File: src/rtl/lamp_bus_pkg.sv
// Shared types and constants for the lamp-driver bus controller.
// The optional read path is enabled by defining LAMP_BUS_READ_EN.
package lamp_bus_pkg;

    localparam int BUS_DATA_W = 8;
    localparam int BUS_ADDR_W = 3;
    localparam int NUM_REQ    = 2;
    localparam int CNT_W      = 8;

    localparam logic REQ_CMD     = 1'b0;
    localparam logic REQ_REFRESH = 1'b1;

    typedef logic [2:0] state_t;

    localparam state_t INIT   = 3'd0;
    localparam state_t IDLE   = 3'd1;
    localparam state_t SETUP  = 3'd2;
    localparam state_t STROBE = 3'd3;
    localparam state_t HOLD   = 3'd4;

endpackage

File: src/rtl/lamp_bus_arbiter.sv
// Two-way round-robin grant: the requester served last loses ties,
// and the pointer starts out favouring the command path.
module lamp_bus_arbiter
    import lamp_bus_pkg::*;
(
    input  logic               clock,
    input  logic               reset,
    input  logic [NUM_REQ-1:0] req_valid,
    input  logic               handshake,
    output logic               grant
);

    logic prio_reg;

    // Favoured requester wins if valid, otherwise fall over to the other one.
    always_comb begin
        grant = prio_reg;
        if (!req_valid[prio_reg]) begin
            grant = ~prio_reg;
        end
    end

    always_ff @(posedge clock) begin
        if (reset) begin
            prio_reg <= REQ_CMD;
        end else if (handshake) begin
            prio_reg <= ~grant;
        end
    end

endmodule

File: src/rtl/lamp_bus_controller.sv
// Sequences setup/strobe/hold cycles on the lamp-driver bus for two requesters
// and owns lamp power-up reset. Define LAMP_BUS_READ_EN to enable read cycles.
module lamp_bus_controller
    import lamp_bus_pkg::*;
#(
    parameter int unsigned SETUP_CYCLES  = 3,
    parameter int unsigned STROBE_CYCLES = 8,
    parameter int unsigned HOLD_CYCLES   = 3,
    parameter int unsigned RESET_CYCLES  = 100
) (
    input  logic                          clock,
    input  logic                          reset,
    input  logic [NUM_REQ-1:0]            req_valid,
    output logic [NUM_REQ-1:0]            req_ready,
    input  logic [NUM_REQ-1:0]            req_write,
    input  logic [NUM_REQ*BUS_ADDR_W-1:0] req_addr,
    input  logic [NUM_REQ*BUS_DATA_W-1:0] req_data,
    input  logic [NUM_REQ-1:0]            req_test,
    output logic                          rsp_valid,
    output logic                          rsp_id,
    output logic [BUS_DATA_W-1:0]         rsp_data,
    output logic [BUS_DATA_W-1:0]         bus_data_out,
    input  logic [BUS_DATA_W-1:0]         bus_data_in,
    output logic                          bus_data_drive,
    output logic [BUS_ADDR_W-1:0]         bus_addr,
    output logic                          bus_test,
    output logic                          bus_rd,
    output logic                          bus_wr,
    output logic                          lamp_reset,
    output logic                          oe,
    output logic                          busy
);

    localparam logic [CNT_W-1:0] SETUP_LAST  = CNT_W'(SETUP_CYCLES - 1);
    localparam logic [CNT_W-1:0] STROBE_LAST = CNT_W'(STROBE_CYCLES - 1);
    localparam logic [CNT_W-1:0] HOLD_LAST   = CNT_W'(HOLD_CYCLES - 1);
    localparam logic [CNT_W-1:0] RESET_LAST  = CNT_W'(RESET_CYCLES - 1);

    state_t                  state_reg;
    logic [CNT_W-1:0]        cnt_reg;
    logic [BUS_ADDR_W-1:0]   addr_reg;
    logic [BUS_DATA_W-1:0]   data_out_reg;
    logic                    drive_reg;
    logic                    test_reg;
    logic                    write_reg;
    logic                    id_reg;
    logic                    rsp_valid_reg;
    logic                    rsp_id_reg;
    logic                    grant;
    logic                    accept;
    logic                    write_next;

    logic [BUS_ADDR_W-1:0]   addr_arr [NUM_REQ];
    logic [BUS_DATA_W-1:0]   data_arr [NUM_REQ];

    generate
        for (genvar gi = 0; gi < NUM_REQ; gi++) begin : g_req
            assign addr_arr[gi]  = req_addr[gi*BUS_ADDR_W +: BUS_ADDR_W];
            assign data_arr[gi]  = req_data[gi*BUS_DATA_W +: BUS_DATA_W];
            assign req_ready[gi] = (state_reg == IDLE) && req_valid[gi] && (grant == 1'(gi));
        end
    endgenerate

    assign accept = |req_ready;

    lamp_bus_arbiter u_arbiter (
        .clock     (clock),
        .reset     (reset),
        .req_valid (req_valid),
        .handshake (accept),
        .grant     (grant)
    );

`ifdef LAMP_BUS_READ_EN
    logic [BUS_DATA_W-1:0] rsp_data_reg;

    assign write_next = req_write[grant];
    assign bus_rd     = (state_reg == STROBE) && !write_reg;
    assign rsp_data   = rsp_data_reg;

    // Pins are sampled on the final strobe cycle, when the lamp board data is settled.
    always_ff @(posedge clock) begin
        if (reset) begin
            rsp_data_reg <= '0;
        end else if (state_reg == STROBE && cnt_reg == STROBE_LAST) begin
            rsp_data_reg <= write_reg ? '0 : bus_data_in;
        end
    end
`else
    logic unused_bits;

    assign unused_bits = ^{bus_data_in, req_write};
    assign write_next  = 1'b1;
    assign bus_rd      = 1'b0;
    assign rsp_data    = '0;
`endif

    always_ff @(posedge clock) begin
        if (reset) begin
            state_reg     <= INIT;
            cnt_reg       <= '0;
            addr_reg      <= '0;
            data_out_reg  <= '0;
            drive_reg     <= 1'b0;
            test_reg      <= 1'b1;
            write_reg     <= 1'b1;
            id_reg        <= REQ_CMD;
            rsp_valid_reg <= 1'b0;
            rsp_id_reg    <= REQ_CMD;
        end else begin
            rsp_valid_reg <= 1'b0;
            case (state_reg)
                INIT: begin
                    if (cnt_reg == RESET_LAST) begin
                        state_reg <= IDLE;
                        cnt_reg   <= '0;
                    end else begin
                        cnt_reg <= cnt_reg + 1'b1;
                    end
                end
                IDLE: begin
                    if (accept) begin
                        addr_reg     <= addr_arr[grant];
                        data_out_reg <= data_arr[grant];
                        test_reg     <= req_test[grant];
                        write_reg    <= write_next;
                        drive_reg    <= write_next;
                        id_reg       <= grant;
                        cnt_reg      <= '0;
                        state_reg    <= SETUP;
                    end
                end
                SETUP: begin
                    if (cnt_reg == SETUP_LAST) begin
                        state_reg <= STROBE;
                        cnt_reg   <= '0;
                    end else begin
                        cnt_reg <= cnt_reg + 1'b1;
                    end
                end
                STROBE: begin
                    if (cnt_reg == STROBE_LAST) begin
                        state_reg <= HOLD;
                        cnt_reg   <= '0;
                    end else begin
                        cnt_reg <= cnt_reg + 1'b1;
                    end
                end
                HOLD: begin
                    if (cnt_reg == HOLD_LAST) begin
                        state_reg     <= IDLE;
                        cnt_reg       <= '0;
                        drive_reg     <= 1'b0;
                        rsp_valid_reg <= 1'b1;
                        rsp_id_reg    <= id_reg;
                    end else begin
                        cnt_reg <= cnt_reg + 1'b1;
                    end
                end
                default: begin
                    state_reg <= INIT;
                    cnt_reg   <= '0;
                end
            endcase
        end
    end

    assign bus_addr       = addr_reg;
    assign bus_data_out   = data_out_reg;
    assign bus_data_drive = drive_reg;
    assign bus_test       = test_reg;
    assign bus_wr         = (state_reg == STROBE) && write_reg;
    assign lamp_reset     = (state_reg == INIT);
    assign oe             = (state_reg != INIT);
    assign busy           = (state_reg != IDLE);
    assign rsp_valid      = rsp_valid_reg;
    assign rsp_id         = rsp_id_reg;

endmodule

File: config.mk
export PLATFORM = sky130hd
export DESIGN_NAME = lamp_bus_controller
export DESIGN_NICKNAME = d
export VERILOG_FILES = /design/src/rtl/lamp_bus_pkg.sv /design/src/rtl/lamp_bus_arbiter.sv /design/src/rtl/lamp_bus_controller.sv
export SDC_FILE = /design/constraint.sdc
export NUM_CORES = 1
export LEC_CHECK = 0
export CAP_MARGIN = 20
export CORE_UTILIZATION = 45
export DETAILED_ROUTE_END_ITERATION = 8
export PLACE_DENSITY_LB_ADDON = 0.25
export SLEW_MARGIN = 20
export SYNTH_ARGS = -nofsm -noshare
export SYNTH_HDL_FRONTEND = slang
export SYNTH_HIERARCHICAL = 1
export SYNTH_SLANG_ARGS = --single-unit
File: constraint.sdc
create_clock -name clock -period 3.7 [get_ports clock]
set_input_delay 0.74 -clock clock [delete_from_list [all_inputs] [get_ports clock]]
set_output_delay 0.74 -clock clock [all_outputs]
set_load 0.01 [all_outputs]
==> flow_summary.yaml <==
global_route:
  grt_first_pass_wirelength_um: 5620
  grt_antenna_before_repair: 0
  overflow: 0
  grt_util_all_layers_pct: 19.7
  grt_max_degree: 29
  first_global_vias: 1313
floorplanning:
  coreArea_um2: 3150
  die_x_um: 60.5
  dieHeight_um: 60.5
  rows: 20
  ios: 68
  dieArea_um2: 3650
  initial_core_util_pct: 48.8
synth:
  dominantRegCellSynth: "dfxtp_1"
  ys_warn_count: 6
  synth_area_leaders: "dfxtp_1 36%, mux2i_1 9.1%, nor2_1 6.1%, a211oi_1 5.9%, buf_4 4.4%"
  ys_seq_area_share_pct: 36.5
  synth_top_area_share_pct: 36.5
  ys_types: 49
  netlist_area_um2: 1540
  yosys.area.top_type: "dfxtp_1"
  ys_ff_latch: 28
  avgSynthCellArea_um2: 8.94
  async_reset_ff_share_pct: 0
  synth_edf_count: 0
  synthCells: 172
timing:
  finClkSkew_ns: 0.0133
  rsz0062_at_grt: "false"
  period_needed_ns: 3.31
  worst_slew_pin_slew_ns: 0.732
  period_share_pct: 89.3
  whs_ns: 0.509
  setup_slack_ns: 0.394
  timing.final.max_slew_violations: 0
  relSlewSlack_pct: 51.0
  setup_tns_ns: 0
  timing.fmax_ghz: 0.302
  hold_viol_final: 0
  setup_viol: 0
critical_path:
  critPathKind: "in -> out"
  worst-path-buf-inv: 2
  cp-end-kind: "primary output"
  r2r_start: "u_arbiter/prio_reg$_SDFFE_PP0P_"
  path_delay_family: "buffers and inverters"
  cp_cell_sequence: "clkdlybuf4s50_1 -> o21ai_1 -> and3_1 -> clkdlybuf4s50_1"
  cp_max_fo: 7
  max_stage_delay_ns: 0.56
  crit_path_frequent_cell: "clkdlybuf4s50_1"
  worstPathArrival_ns: 2.57
  start_kind: "input port"
  critPathRequiredTime_ns: 2.96
  critPathSlowestCell: "clkdlybuf4s50_1"
  crit_start: "req_valid[0]"
final_layout:
  final_area_um2: 2050
  num_antenna_cells: 0
  layout_commonest_cell: "clkdlybuf4s50_1"
  drive_gt1_share_pct: 9.30
  final_cell_mix: "48 x clkdlybuf4s50_1, 28 x dfxtp_1, 25 x nor2_1"
  syn_to_final_growth_pct: 33.2
  nets: 256
clock_network:
  root_buffer: "clkbuf_4"
  ctsResizeCount: 0
  cts_buffers: 3
  path_clk_slew_ns: 0.16
  clock-sinks: 28
  cts.path.max_buffers: 2
  cts-hold-fix-buffers: 0
  cts_tree: "yes"
  htree_levels: 1
  post-cts-setup-buffer-count: 0
  clock_latency_ns: 0.33
power:
  p_leak_uw: 0.000794
  p_sw_uw: 124
  swShare_pct: 21.4
  power.sequential.fraction_pct: 53.3
  power_density_nw_per_um2: 283
  internal_power_uw: 455
  power_frac_comb_pct: 12.0
  p_clk_share_pct: 34.7
  worst_ir_drop_vdd_mv: 0.160
routing:
  drt-total-wl_um: 3450
  dr.pass1.iters: 4
  drc: 0
  drtIter0Drc: 33
  drt-wirelength-per-cell_um: 13.3
  routed_via_density: 5.16
  num_vias: 1336
  ant_nets: 0
min_path:
  hold_path.class: "reg -> reg"
  min_from: "bus_addr[0]$_SDFFE_PP0P_"
placement:
  post-place-ws_ns: 0.388
  hpwlAfterDp_um: 2680
  gp_congestion: 0.825
  dpl_cell_area_um2: 2000
  io_buffers: 48
outcome:
  status: "finished, final reports clean"
flow_run:
  maxCapViolCount: 0
-- power groups by stage --
stage	logic [uW]	clock network, uW	registers, uW
2_1_floorplan	41.6	0	314
3_3_place_gp	67.0	0	315
3_5_place_dp	69.6	0	315
4_1_cts	69.7	205	309
5_1_grt	75.8	216	310
6_report	69.4	201	309
-- worst register-to-register path: stages (launching register included) --
cell and delay, ns:
dfxtp_1 0.36, o21ai_1 0.51, mux2i_1 0.27, nor2_4 0.50
nor2_1 0.14, o21ai_1 0.31, a211oi_1 0.08
-- metrics by stage --
step | utilization [%] | instances | total power [uW]
3_3_place_gp | 63.3 | 255 | 382
3_5_place_dp | 63.3 | 255 | 385
6_report | 65.0 | 259 | 579
2_1_floorplan | - | 180 | 356
4_1_cts | 65.0 | 259 | 583
5_1_grt | 65.0 | 259 | 601
-- kinds of logic after synthesis --
group                    count (synthesis)  synth area share, %
AND/OR/NAND/NOR                         63                 23.7
AO/OA/AOI/OAI                           35                 17.4
flip-flops                              28                 36.5
buffers and inverters                   25                 9.19
multiplexers                            14                 9.11
XOR/XNOR                                 4                 2.28
adder cells (fa/ha/maj)                  2                 1.63
other                                    1                0.244
-- per-layer routing --
layer	wire [um]	global-route usage [%]
met1	1510	24.2
met2	1750	36.3
met3	175	4.69
met4	8	1.95
met5	0	0
-- path summary, 6_finish.rpt --
check                                                 to  slack (ns)  depth (start not counted)
worst max-delay path                        req_ready[1]        0.39                          4
worst min-delay path            bus_addr[0]$_SDFFE_PP0P_        0.51                          2
worst max register to register   cnt_reg[2]$_SDFFE_PP0P_        1.42                          6
worst min register to register  bus_addr[0]$_SDFFE_PP0P_        0.51                          2
-- layout make-up --
cell class                 instances  area [um^2]
clock buffer                       3         22.5
clock inverter                     1         30.0
fill                             266         1100
inverter                           7         26.3
multi-input combinational        127          866
sequential                        28          561
tap                               44         55.1
timing repair buffer              49          488
-- Yosys cell counts (all sizes together) (3+ instances only) --
cell type,n
dfxtp,28
nand2,8
a211oi,12
and3,3
xor2,3
nor2,27
o21ai,6
mux2i,14
inv,7
nand3,5
nand3b,3
a21oi,8
nand4,3
buf,17
Power figures use the tool's default switching activity.
